==> config.mk <==
export PLATFORM = sky130hd
export DESIGN_NAME = unified_mem_arbiter_flat
export DESIGN_NICKNAME = d
export VERILOG_FILES = /design/src/rtl/unified_mem_arbiter_if.sv /design/src/rtl/unified_mem_arbiter.sv /design/src/flat_wrapper.sv
export SDC_FILE = /design/constraint.sdc
export NUM_CORES = 1
export LEC_CHECK = 0
export ABC_AREA = 0
export BUFFER_PORTS_ARGS = -buffer_cell sky130_fd_sc_hd__buf_2
export CORE_ASPECT_RATIO = 1.1
export CORE_MARGIN = 2
export CORE_UTILIZATION = 43
export CTS_BUF_LIST = sky130_fd_sc_hd__clkbuf_8
export DETAILED_ROUTE_END_ITERATION = 8
export PLACE_DENSITY = 0.78
export SYNTH_ARGS = -nofsm -noshare
export SYNTH_HDL_FRONTEND = slang
export SYNTH_SLANG_ARGS = --single-unit
==> constraint.sdc <==
create_clock -name clk -period 1.63 [get_ports clk]
set_clock_uncertainty 0.1 [all_clocks]
set_input_delay 0.2445 -clock clk [delete_from_list [all_inputs] [get_ports clk]]
set_output_delay 0.2445 -clock clk [all_outputs]
set_load 0.02 [all_outputs]
==> src/rtl/unified_mem_arbiter_if.sv <==
// rtl/unified_mem_arbiter_if.sv - CPU fetch/data ports and single-port memory bus of the arbiter
interface unified_mem_arbiter_if;
  logic        if_req;
  logic [31:0] if_addr;
  logic [31:0] if_rdata;
  logic        if_valid;
  logic        d_req;
  logic        d_we;
  logic [31:0] d_addr;
  logic [31:0] d_wdata;
  logic [3:0]  d_be;
  logic [31:0] d_rdata;
  logic        d_valid;
  logic        stall_if;
  logic        stall_mem;
  logic        m_req;
  logic        m_we;
  logic [31:0] m_addr;
  logic [31:0] m_wdata;
  logic [3:0]  m_be;
  logic [31:0] m_rdata;
  logic        m_ready;

  modport slave (
    input  if_req, if_addr, d_req, d_we, d_addr, d_wdata, d_be, m_rdata, m_ready,
    output if_rdata, if_valid, d_rdata, d_valid, stall_if, stall_mem,
    output m_req, m_we, m_addr, m_wdata, m_be
  );

  modport master (
    output if_req, if_addr, d_req, d_we, d_addr, d_wdata, d_be, m_rdata, m_ready,
    input  if_rdata, if_valid, d_rdata, d_valid, stall_if, stall_mem,
    input  m_req, m_we, m_addr, m_wdata, m_be
  );
endinterface

==> src/rtl/unified_mem_arbiter.sv <==
// rtl/unified_mem_arbiter.sv - shares one memory port between instruction fetch and data access
// Data wins by default; a waiting fetch is forced through after MAX_D_BURST data grants.
module unified_mem_arbiter #(
  parameter int MAX_D_BURST = 4
) (
  input  logic                  clk,
  input  logic                  rst_n,
  unified_mem_arbiter_if.slave  bus
);
  localparam int SW = $clog2(MAX_D_BURST + 1);
  localparam logic [SW-1:0] MAXC = SW'(MAX_D_BURST);

  localparam logic [1:0] IDLE    = 2'd0;
  localparam logic [1:0] SERVE_D = 2'd1;
  localparam logic [1:0] SERVE_I = 2'd2;

  logic [1:0]    r_state;
  logic [SW-1:0] r_starve;
  logic          r_m_req;
  logic          r_m_we;
  logic [31:0]   r_m_addr;
  logic [31:0]   r_m_wdata;
  logic [3:0]    r_m_be;
  logic          r_if_valid;
  logic          r_d_valid;
  logic [31:0]   r_if_rdata;
  logic [31:0]   r_d_rdata;

  logic w_done;
  logic w_arb;
  logic w_starved;
  logic w_grant_i;
  logic w_grant_d;

  // Arbitration happens when idle or on the completion edge, so back-to-back grants keep m_req high.
  assign w_done    = r_m_req & bus.m_ready;
  assign w_arb     = (r_state == IDLE) | w_done;
  assign w_starved = (r_starve == MAXC);
  assign w_grant_i = w_arb & bus.if_req & (~bus.d_req | w_starved);
  assign w_grant_d = w_arb & bus.d_req & ~w_grant_i;

  always_ff @(posedge clk or negedge rst_n) begin
    if (!rst_n) begin
      r_state    <= IDLE;
      r_starve   <= '0;
      r_m_req    <= 1'b0;
      r_m_we     <= 1'b0;
      r_m_addr   <= '0;
      r_m_wdata  <= '0;
      r_m_be     <= '0;
      r_if_valid <= 1'b0;
      r_d_valid  <= 1'b0;
      r_if_rdata <= '0;
      r_d_rdata  <= '0;
    end else begin
      r_if_valid <= 1'b0;
      r_d_valid  <= 1'b0;

      if (w_done) begin
        if (r_state == SERVE_D) begin
          r_d_valid <= 1'b1;
          if (!r_m_we) r_d_rdata <= bus.m_rdata;
        end else begin
          r_if_valid <= 1'b1;
          r_if_rdata <= bus.m_rdata;
        end
      end

      if (w_grant_i) begin
        r_state   <= SERVE_I;
        r_m_req   <= 1'b1;
        r_m_we    <= 1'b0;
        r_m_addr  <= bus.if_addr;
        r_m_wdata <= '0;
        r_m_be    <= 4'hF;
      end else if (w_grant_d) begin
        r_state   <= SERVE_D;
        r_m_req   <= 1'b1;
        r_m_we    <= bus.d_we;
        r_m_addr  <= bus.d_addr;
        r_m_wdata <= bus.d_wdata;
        r_m_be    <= bus.d_be;
      end else if (w_arb) begin
        r_state <= IDLE;
        r_m_req <= 1'b0;
      end

      // Starvation only accumulates while a fetch is actually waiting.
      if (!bus.if_req || w_grant_i) begin
        r_starve <= '0;
      end else if (w_grant_d && !w_starved) begin
        r_starve <= r_starve + SW'(1);
      end
    end
  end

  assign bus.m_req     = r_m_req;
  assign bus.m_we      = r_m_we;
  assign bus.m_addr    = r_m_addr;
  assign bus.m_wdata   = r_m_wdata;
  assign bus.m_be      = r_m_be;
  assign bus.if_valid  = r_if_valid;
  assign bus.if_rdata  = r_if_rdata;
  assign bus.d_valid   = r_d_valid;
  assign bus.d_rdata   = r_d_rdata;
  assign bus.stall_if  = bus.if_req & ~r_if_valid;
  assign bus.stall_mem = bus.d_req & ~r_d_valid;
endmodule

==> src/flat_wrapper.sv <==
// flat-port wrapper written by rule: the top's interface ports become plain ports
module unified_mem_arbiter_flat 
#(
  parameter int MAX_D_BURST = 4
)
  (clk, rst_n, bus_if_req, bus_if_addr, bus_d_req, bus_d_we, bus_d_addr, bus_d_wdata, bus_d_be, bus_m_rdata, bus_m_ready, bus_if_rdata, bus_if_valid, bus_d_rdata, bus_d_valid, bus_stall_if, bus_stall_mem, bus_m_req, bus_m_we, bus_m_addr, bus_m_wdata, bus_m_be);
  unified_mem_arbiter_if bus_i ();
  input  logic clk;
  input  logic rst_n;
  input wire logic [$bits(bus_i.if_req)-1:0] bus_if_req;
  input wire logic [$bits(bus_i.if_addr)-1:0] bus_if_addr;
  input wire logic [$bits(bus_i.d_req)-1:0] bus_d_req;
  input wire logic [$bits(bus_i.d_we)-1:0] bus_d_we;
  input wire logic [$bits(bus_i.d_addr)-1:0] bus_d_addr;
  input wire logic [$bits(bus_i.d_wdata)-1:0] bus_d_wdata;
  input wire logic [$bits(bus_i.d_be)-1:0] bus_d_be;
  input wire logic [$bits(bus_i.m_rdata)-1:0] bus_m_rdata;
  input wire logic [$bits(bus_i.m_ready)-1:0] bus_m_ready;
  output wire logic [$bits(bus_i.if_rdata)-1:0] bus_if_rdata;
  output wire logic [$bits(bus_i.if_valid)-1:0] bus_if_valid;
  output wire logic [$bits(bus_i.d_rdata)-1:0] bus_d_rdata;
  output wire logic [$bits(bus_i.d_valid)-1:0] bus_d_valid;
  output wire logic [$bits(bus_i.stall_if)-1:0] bus_stall_if;
  output wire logic [$bits(bus_i.stall_mem)-1:0] bus_stall_mem;
  output wire logic [$bits(bus_i.m_req)-1:0] bus_m_req;
  output wire logic [$bits(bus_i.m_we)-1:0] bus_m_we;
  output wire logic [$bits(bus_i.m_addr)-1:0] bus_m_addr;
  output wire logic [$bits(bus_i.m_wdata)-1:0] bus_m_wdata;
  output wire logic [$bits(bus_i.m_be)-1:0] bus_m_be;
  assign bus_i.if_req = bus_if_req;
  assign bus_i.if_addr = bus_if_addr;
  assign bus_i.d_req = bus_d_req;
  assign bus_i.d_we = bus_d_we;
  assign bus_i.d_addr = bus_d_addr;
  assign bus_i.d_wdata = bus_d_wdata;
  assign bus_i.d_be = bus_d_be;
  assign bus_i.m_rdata = bus_m_rdata;
  assign bus_i.m_ready = bus_m_ready;
  assign bus_if_rdata = bus_i.if_rdata;
  assign bus_if_valid = bus_i.if_valid;
  assign bus_d_rdata = bus_i.d_rdata;
  assign bus_d_valid = bus_i.d_valid;
  assign bus_stall_if = bus_i.stall_if;
  assign bus_stall_mem = bus_i.stall_mem;
  assign bus_m_req = bus_i.m_req;
  assign bus_m_we = bus_i.m_we;
  assign bus_m_addr = bus_i.m_addr;
  assign bus_m_wdata = bus_i.m_wdata;
  assign bus_m_be = bus_i.m_be;
  unified_mem_arbiter #(.MAX_D_BURST(MAX_D_BURST)) u_core (.clk(clk), .rst_n(rst_n), .bus(bus_i));
endmodule
* Word-level counts from Yosys, hierarchy flattened *
Cells that the tools add are included.

storage, ports and cells
  output and inout port bits = 138
  memory bits (writable) = 0
  latch bits = 0
  logic and storage cells = 59
  input bits = 138
  register bits = 141
  memories = 0
  ROM bits = 0

operators by class
  mux-type cells = 20
  equal/unequal tests = 2
  add/subtract/negate cells = 1
  $lt $le $gt $ge = 0
  bitwise gates (word level) = 15
  div/mod/pow operators = 0
  reduce and logical (&&, ||, !) cells = 10
  multipliers = 0
  shift-type cells = 0

operators with widths
  kind                                           count
  2-to-1 mux 32 bit                              4
  2-to-1 mux 1 bit                               9
  2-to-1 mux 4 bit                               2
  AND 1 bit                                      7
  2-to-1 mux 2 bit                               3
  2-to-1 mux 3 bit                               2
  NOT 1 bit                                      6
  nonzero test 2 bit                             2
  adder 3 x 1 -> 3 bit, second input constant    1
  == test 3 bit, second input constant           1
  AND reduction 3 bit                            1
  nonzero test 3 bit                             1
  == test 2 x 1 -> 1 bit, second input constant  1
  zero test 1 bit                                2
  zero test 2 bit                                1
  bitwise OR 1 bit                               2
  AND reduction 2 bit                            1
  logical AND 1 bit                              1
  logical OR 1 bit                               1

* Logic depth before layout (Yosys ltp) *
Gate-level depths: netlist of the first run.

  word-level depth = 9
  gate-level depth with buffers = 7
  depth with buffers taken out = 5

* Worst setup path after synthesis of the first run *
No wires, ideal clock.

  path type = register -> register
  from = register u_core.r_m_req (netlist: u_core.bus.m_req)
  to = register u_core.r_d_rdata[0] (netlist: u_core.bus.d_rdata[0])
  slack = -0.197 ns
  path buffers = 1
  library setup time = 0.125 ns
  data required time = 1.405 ns
  stages on the path, launching flop included = 5
  arrival = 1.602 ns
  clock period less this slack = 1.827 ns
  path through = dfrtp_1 -> nand2_2 -> nor4b_4 -> buf_6 -> mux2_4

on the way
  cells in the longest elaborated chain, start to end = 2

ends and longest elaborated chain
  what                           line                       source
  from (decl)                    unified_mem_arbiter.sv:19  logic r_m_req;
  from (signal assigned)         unified_mem_arbiter.sv:46  r_m_req <= 1'b0;
  from (signal assigned)         unified_mem_arbiter.sv:71  r_m_req <= 1'b1;
  from (signal assigned)         unified_mem_arbiter.sv:78  r_m_req <= 1'b1;
  AND 1 bit                      unified_mem_arbiter.sv:36  assign w_done = r_m_req & bus.m_ready;
  AND reduction 3 bit (no line)  n/a
  to (signal assigned)           unified_mem_arbiter.sv:62  if (!r_m_we) r_d_rdata <= bus.m_rdata;
  to (decl)                      unified_mem_arbiter.sv:27  logic [31:0] r_d_rdata;

No other way between the ends.
A chain may end at the register's enable or synchronous reset.

* Worst setup path after layout of the first run *
  from = register u_core.r_m_req (netlist: u_core.bus.m_req)
  to = register u_core.r_d_rdata[16] (netlist: u_core.bus.d_rdata[16])

The elaborated chain is that of the path after synthesis.

==> results_dict.tcl, run 1 <==
set metrics [dict create \
    status "finished with violations" \
    violations "negative setup slack" \
    drive_above_1_share_pct 47.9 \
    syn2layout_area_growth_pct 69.7 \
    crit_buf_inv 2 \
    worst_slew_margin_rel_pct 71.9 \
    yosysSeqAreaShare_pct 61.7 \
    h-tree-depth 4 \
    grt_max_degree 66 \
    p_sw_share_pct 38.6 \
    path_max_fanout 16 \
    fin_nets 1012 \
    drt-wirelength-per-cell_um 19.9 \
    dp_hpwl_um 10900 \
    pwr-share-comb_pct 44.6 \
    cts_tree "built" \
    grt_pass1_wl_um 29900 \
    hold_start "bus_if_req" \
    synthTopCellsByArea "dfrtp_1 (62%), mux2_2 (11%), inv_1 (6.6%), a222oi_1 (5.6%), a22o_1 (5.1%)" \
    setup_violations 94 \
    drt_drc_violations_left 0 \
    p_clk_share_pct 19.0 \
    async_flop_share_pct 100 \
    gp_congestion 0.814 \
    period_share_pct 107 \
    grt-ovfl-total 0 \
    vias 5443 \
    syn-cell-area_sq_um 5720 \
    cp-start-kind "flop" \
    cp.required_ps 1860 \
    drtIter0Drc 520 \
    clockBufferDepth 2 \
    seqPwrFrac_pct 36.4 \
    ys_warn_count 0 \
    cts.sinks 141 \
    r2r_start "u_core.bus.m_req$_DFFE_PN0P_" \
    cp_top_family "flip-flops" \
    p_leak_nw 5.11 \
    cap_violations 0 \
    holdPathStages 3 \
    cts_buffers 17 \
    dieWidth_um 114 \
    hold_violations 0 \
    crit_slowest_cell "dfrtp_2" \
    crit_path_end_kind "flop" \
    rsz0062_at_grt "true" \
    critical_path_class "reg2reg" \
    grt_util_met1_pct 29.5 \
    path_cells "nand2_4, nor4b_4, buf_6, clkbuf_16, mux2_2" \
    met3_usage_pct 6.74 \
    die_area_sq_um 14200 \
    yosys-top-cells-count "dfrtp_1 (141), inv_1 (100), mux2_2 (54)" \
    total_power_mw 15.6 \
    drtPass1Iterations 7 \
    synth_edf_count 0 \
    irDropWorstVdd_mv 0.869 \
    grt_pass1_vias 5733 \
    pin_count 276 \
    post-route-min-period_ps 1740 \
    yosysTopAreaCellShare_pct 61.7 \
    portBuffers 275 \
    switchingPower_mw 6.05 \
    r2r_cells 5 \
    cts-root-buf "clkbuf_8" \
    yosysTopAreaCell "dfrtp_1" \
    netlist_instances 429 \
    post_synth_num_cell_types 31 \
    grt_antenna_before_repair 2 \
    ys_ff_latch 141 \
    fin_area_sq_um 9710 \
    dieHeight_um 125 \
    slew_violations 0 \
    wl_um 20900 \
    fmax_mhz 575 \
    viasPerCell 5.19 \
    tightest_slew_ps 421 \
    antenna_left 0 \
    holdWs_ps 97.2 \
    row_count 44 \
    start_util_pct 43.6 \
    grt.busiest_layer "met2" \
    clkTransAtPathRegs_ps 80 \
    synth.most_common_cell "dfrtp_1" \
    cp.arrival_ps 1970 \
    path_depth 5 \
    syn-num-nets 569 \
    avgSynthCellArea_sq_um 13.3 \
    worst_skew_pair.late_latency_ps 440 \
    synth_ff_type "dfrtp_1" \
    core_area_sq_um 13100 \
    met2_usage_pct 48.8 \
    worst_slack_ps -108 \
    place_area_sq_um 7400 \
    min_path_type "in2reg" \
    crit_start "u_core.bus.m_req$_DFFE_PN0P_" \
    critPathMaxStageDelay_ps 420 \
    p_per_area_nw_per_um2 1610 \
    p_int_mw 9.60 \
    gr-usage-all-layers_pct 27.4 \
]
-- path summary, 6_finish.rpt --
kind                                                 endpoint  slack, ps
setup / recovery           u_core.bus.d_rdata[16]$_DFFE_PN0P_       -110
hold / removal                   u_core.bus.m_req$_DFFE_PN0P_        100
setup reg to reg           u_core.bus.d_rdata[16]$_DFFE_PN0P_       -110
hold reg to reg             u_core.bus.m_wdata[7]$_DFFE_PN0P_        410
max in group asynchronous  u_core.bus.m_wdata[30]$_DFFE_PN0P_        690
min in group asynchronous  u_core.bus.d_rdata[14]$_DFFE_PN0P_        170
-- logic make-up after synthesis --
group	Yosys count	share of synthesized area (%)
flip-flops	141	61.7
buffers and inverters	123	9.23
AO/OA/AOI/OAI	82	13.5
multiplexers	64	13.3
AND/OR/NAND/NOR	17	1.90
adder cells (fa/ha/maj)	2	0.438
-- through the flow --
step	util [%]	std cells	setup TNS (ps)	worst slack, ps
floorplan	-	429	-1690	-59.3
global placement	56.5	859	-165	-10.4
detailed placement	56.5	859	-3870	-111
CTS	70.8	1028	-3180	-77.4
global route	74.1	1048	-9370	-144
finish	74.1	1048	-3710	-108
-- registers in the layout, indices dropped and copies added, names as in the netlist, 2 cells and up --
signal               flops
u_core.bus.if_rdata     32
u_core.bus.m_addr       32
u_core.r_starve          3
u_core.r_state           2
u_core.bus.m_wdata      32
u_core.bus.d_rdata      32
u_core.bus.m_be          4
-- layout by cell type, fill, tap and decap left out, types with 6 or more instances in the layout --
master         netlist  routed
buf_2                8     274
dfrtp_1            141     138
dlygate4sd3_1        0     134
inv_1              100      99
mux2_4              10      50
a22o_1              33      33
a222oi_1            32      32
clkbuf_8             0      18
mux2_2              54      14
buf_4                5      14
buf_12               0      10
buf_6                5       7
clkbuf_16            0       6
-- routing by layer --
layer	part of all wire (%)	up-vias
met5	0	-
met4	4.7	0
met3	6.1	86
met2	53	294
met1	37	2681
li1	-	2382
-- layout make-up --
| cell class | instances | area, sq um |
|---|---|---|
| Clock inverter | 14 | 170 |
| Inverter | 100 | 378 |
| Clock buffer | 18 | 248 |
| Antenna cell | 2 | 5.00 |
| Multi-Input combinational cell | 165 | 1870 |
| Tap cell | 161 | 201 |
| Fill cell | 792 | 3400 |
| Sequential cell | 141 | 3530 |
| Timing Repair Buffer | 447 | 3300 |
-- worst register-to-register path: cells and delay by family, from the launching register on --
family / cells / cell delay, ps
simple gates: 2 / 350
flops: 1 / 420
mux: 1 / 360
buf+inv: 2 / 390
-- repair_timing --
item,CTS,global route
pin swaps,7,16
gates cloned,2,8
endpoints found under the setup margin,101,129
hold endpoints to repair,274,0
gates resized for setup,13,49
buffers inserted,1,10
hold buffers,134,0
-- power groups by stage --
stage	clock network (mW)	logic, mW	registers (mW)
final	2.97	6.98	5.70
after global routing	3.14	7.32	5.82
after CTS	3.00	6.19	5.59
after detailed placement	0	5.79	5.63
after global placement	0	5.63	5.55
after floorplan	0	1.96	7.20
(Power assumes the default switching activity.)
==> run 2, diff against run 1 <==
- SKIP_LAST_GASP: unset -> 1
==> run 2 against run 1 <==
Net effect: the flow still finishes with violations (negative setup slack); design area grew 1.0%; largest cell class unchanged; register-to-register slack worse by 90 ps; non-clock buffer count is 4 higher; die area did not move; first-iteration DRC count decreased by 21%.
==> results_dict.tcl, run 2 (synthesis gave the netlist of run 1 again) <==
set metrics [dict create \
    drtPass1Iterations 7 \
    total_power_mw 15.8 \
    viasPerCell 5.21 \
    antenna_left 0 \
    seqPwrFrac_pct 36.1 \
    min_path_type "in2reg" \
    grt_max_degree 66 \
    grt_antenna_before_repair 2 \
    period_share_pct 112 \
    multi_input_area_sq_um 1920 \
    p_clk_share_pct 18.9 \
    clockBufferDepth 2 \
    drtIter0Drc 409 \
    rsz0062_at_grt "true" \
    vias 5480 \
    cp.arrival_ps 2060 \
    tightest_slew_ps 417 \
    seqCellArea_sq_um 3530 \
    pin_count 276 \
    dieWidth_um 114 \
    h-tree-depth 4 \
    cp-start-kind "flop" \
    worst_skew_pair.late_latency_ps 460 \
    path_max_fanout 9 \
    worst_slack_ps -196 \
    final_cell_mix "buf_2 (274), dfrtp_1 (138), dlygate4sd3_1 (134)" \
    syn2layout_area_growth_pct 71.4 \
    portBuffers 275 \
    fmax_mhz 548 \
    cts-root-buf "clkbuf_8" \
    gp_congestion 0.814 \
    fillers 769 \
    p_sw_share_pct 38.6 \
    path_cells "inv_2, ha_4, a21boi_4, o211a_4, buf_12, buf_8, a222oi_1" \
    p_per_area_nw_per_um2 1610 \
    dieHeight_um 125 \
    grt-ovfl-total 0 \
    critical_path_class "reg2reg" \
    start_util_pct 43.6 \
    row_count 44 \
    p_leak_nw 5.19 \
    drt-wirelength-per-cell_um 20.4 \
    cp.required_ps 1860 \
    worst_slew_margin_rel_pct 72.2 \
    critPathMaxStageDelay_ps 400 \
    grt_pass1_wl_um 29900 \
    p_int_mw 9.71 \
    switchingPower_mw 6.10 \
    fin_nets 1016 \
    holdPathStages 4 \
    drt_drc_violations_left 0 \
    drive_above_1_share_pct 48.1 \
    setup_tns_ps -7670 \
    r2r_cells 7 \
    wl_um 21400 \
    gr-usage-all-layers_pct 27.3 \
    status "finished with violations" \
    hold_violations 0 \
    core_area_sq_um 13100 \
    crit_buf_inv 3 \
    dp_hpwl_um 10900 \
    crit_path_end_kind "flop" \
    cts.sinks 141 \
    grt_pass1_vias 5696 \
    path_depth 7 \
    irDropWorstVdd_mv 1.00 \
    cap_violations 0 \
    pwr-share-comb_pct 45.0 \
    setup_violations 111 \
    crit_slowest_cell "dfrtp_1" \
    die_area_sq_um 14200 \
    holdWs_ps 124 \
    slew_violations 0 \
    cts_buffers 17 \
    post-route-min-period_ps 1830 \
    cts_tree "built" \
    cp_top_family "compound AO/OA/AOI/OAI gates" \
    violations "negative setup slack" \
    final_common_cell "buf_2" \
    clkTransAtPathRegs_ps 80 \
]
==> run 2: cell count changes in the layout (fill, tap and decap cells not counted), moves of 2 or more <==
cell / change
mux2_2: -14
mux2_4: +14
buf_4: +4
buf_6: -3
buf_8: +2
==> run 2: layout make-up <==
class	count	area share, %
Antenna cell	2	0.0511
Tap cell	161	2.05
Clock buffer	18	2.53
Multi-Input combinational cell	165	19.6
Clock inverter	14	1.74
Timing Repair Buffer	451	34.2
Sequential cell	141	36.0
Inverter	100	3.83
==> run 2: worst paths after layout <==
path	start	to	slack, ps
min in group asynchronous	rst_n	u_core.bus.d_rdata[14]$_DFFE_PN0P_	150
max in group asynchronous	rst_n	u_core.bus.m_wdata[30]$_DFFE_PN0P_	700
worst max-delay path	u_core.r_starve[0]$_DFFE_PN0P_	u_core.bus.m_addr[9]$_DFFE_PN0P_	-200
worst min register to register	u_core.bus.m_wdata[8]$_DFFE_PN0P_	u_core.bus.m_wdata[8]$_DFFE_PN0P_	400
worst max register to register	u_core.r_starve[0]$_DFFE_PN0P_	u_core.bus.m_addr[9]$_DFFE_PN0P_	-200
worst min-delay path	bus_m_ready	u_core.bus.d_valid$_DFF_PN0_	120
==> run 2: power groups by stage <==
stage / Clock, mW / Sequential [mW] / Combinational, mW
global route: 3.15 / 5.82 / 7.43
finish: 2.99 / 5.71 / 7.10
detailed placement: 0 / 5.63 / 5.79
CTS: 3.00 / 5.58 / 6.14
floorplan: 0 / 7.20 / 1.96
global placement: 0 / 5.55 / 5.63
==> run 2: timing repair <==
item	in CTS	in global routing
setup endpoints to repair	101	132
gates cloned	2	9
gates resized for setup	6	68
pin swaps	7	18
setup buffers	1	13
endpoints found under the hold margin	274	0
hold buffers	134	0
==> run 2: routing by layer <==
layer	global-route usage [%]	wire length, um	vias to the layer above
met5	0	0	-
met1	29.7	7950	2728
met2	49.1	11200	286
met3	6.40	1250	81
li1	-	-	2385
met4	13.6	1010	0
==> run 2: tightest hold or removal path, cell delays in order <==
cell	delay, ps
buf_2	140
nand2_4	90
buf_6	110
nor3b_1	50
==> run 2: stage by stage <==
stage / setup WS, ps / area [sq um] / cells / utilization (%)
floorplan: -59.3 / 5730 / 429 / -
global placement: -10.4 / 7400 / 859 / 56.5
detailed placement: -111 / 7400 / 859 / 56.5
CTS: -100 / 9240 / 1028 / 70.5
global route: -267 / 9800 / 1052 / 74.8
finish: -196 / 9800 / 1052 / 74.8
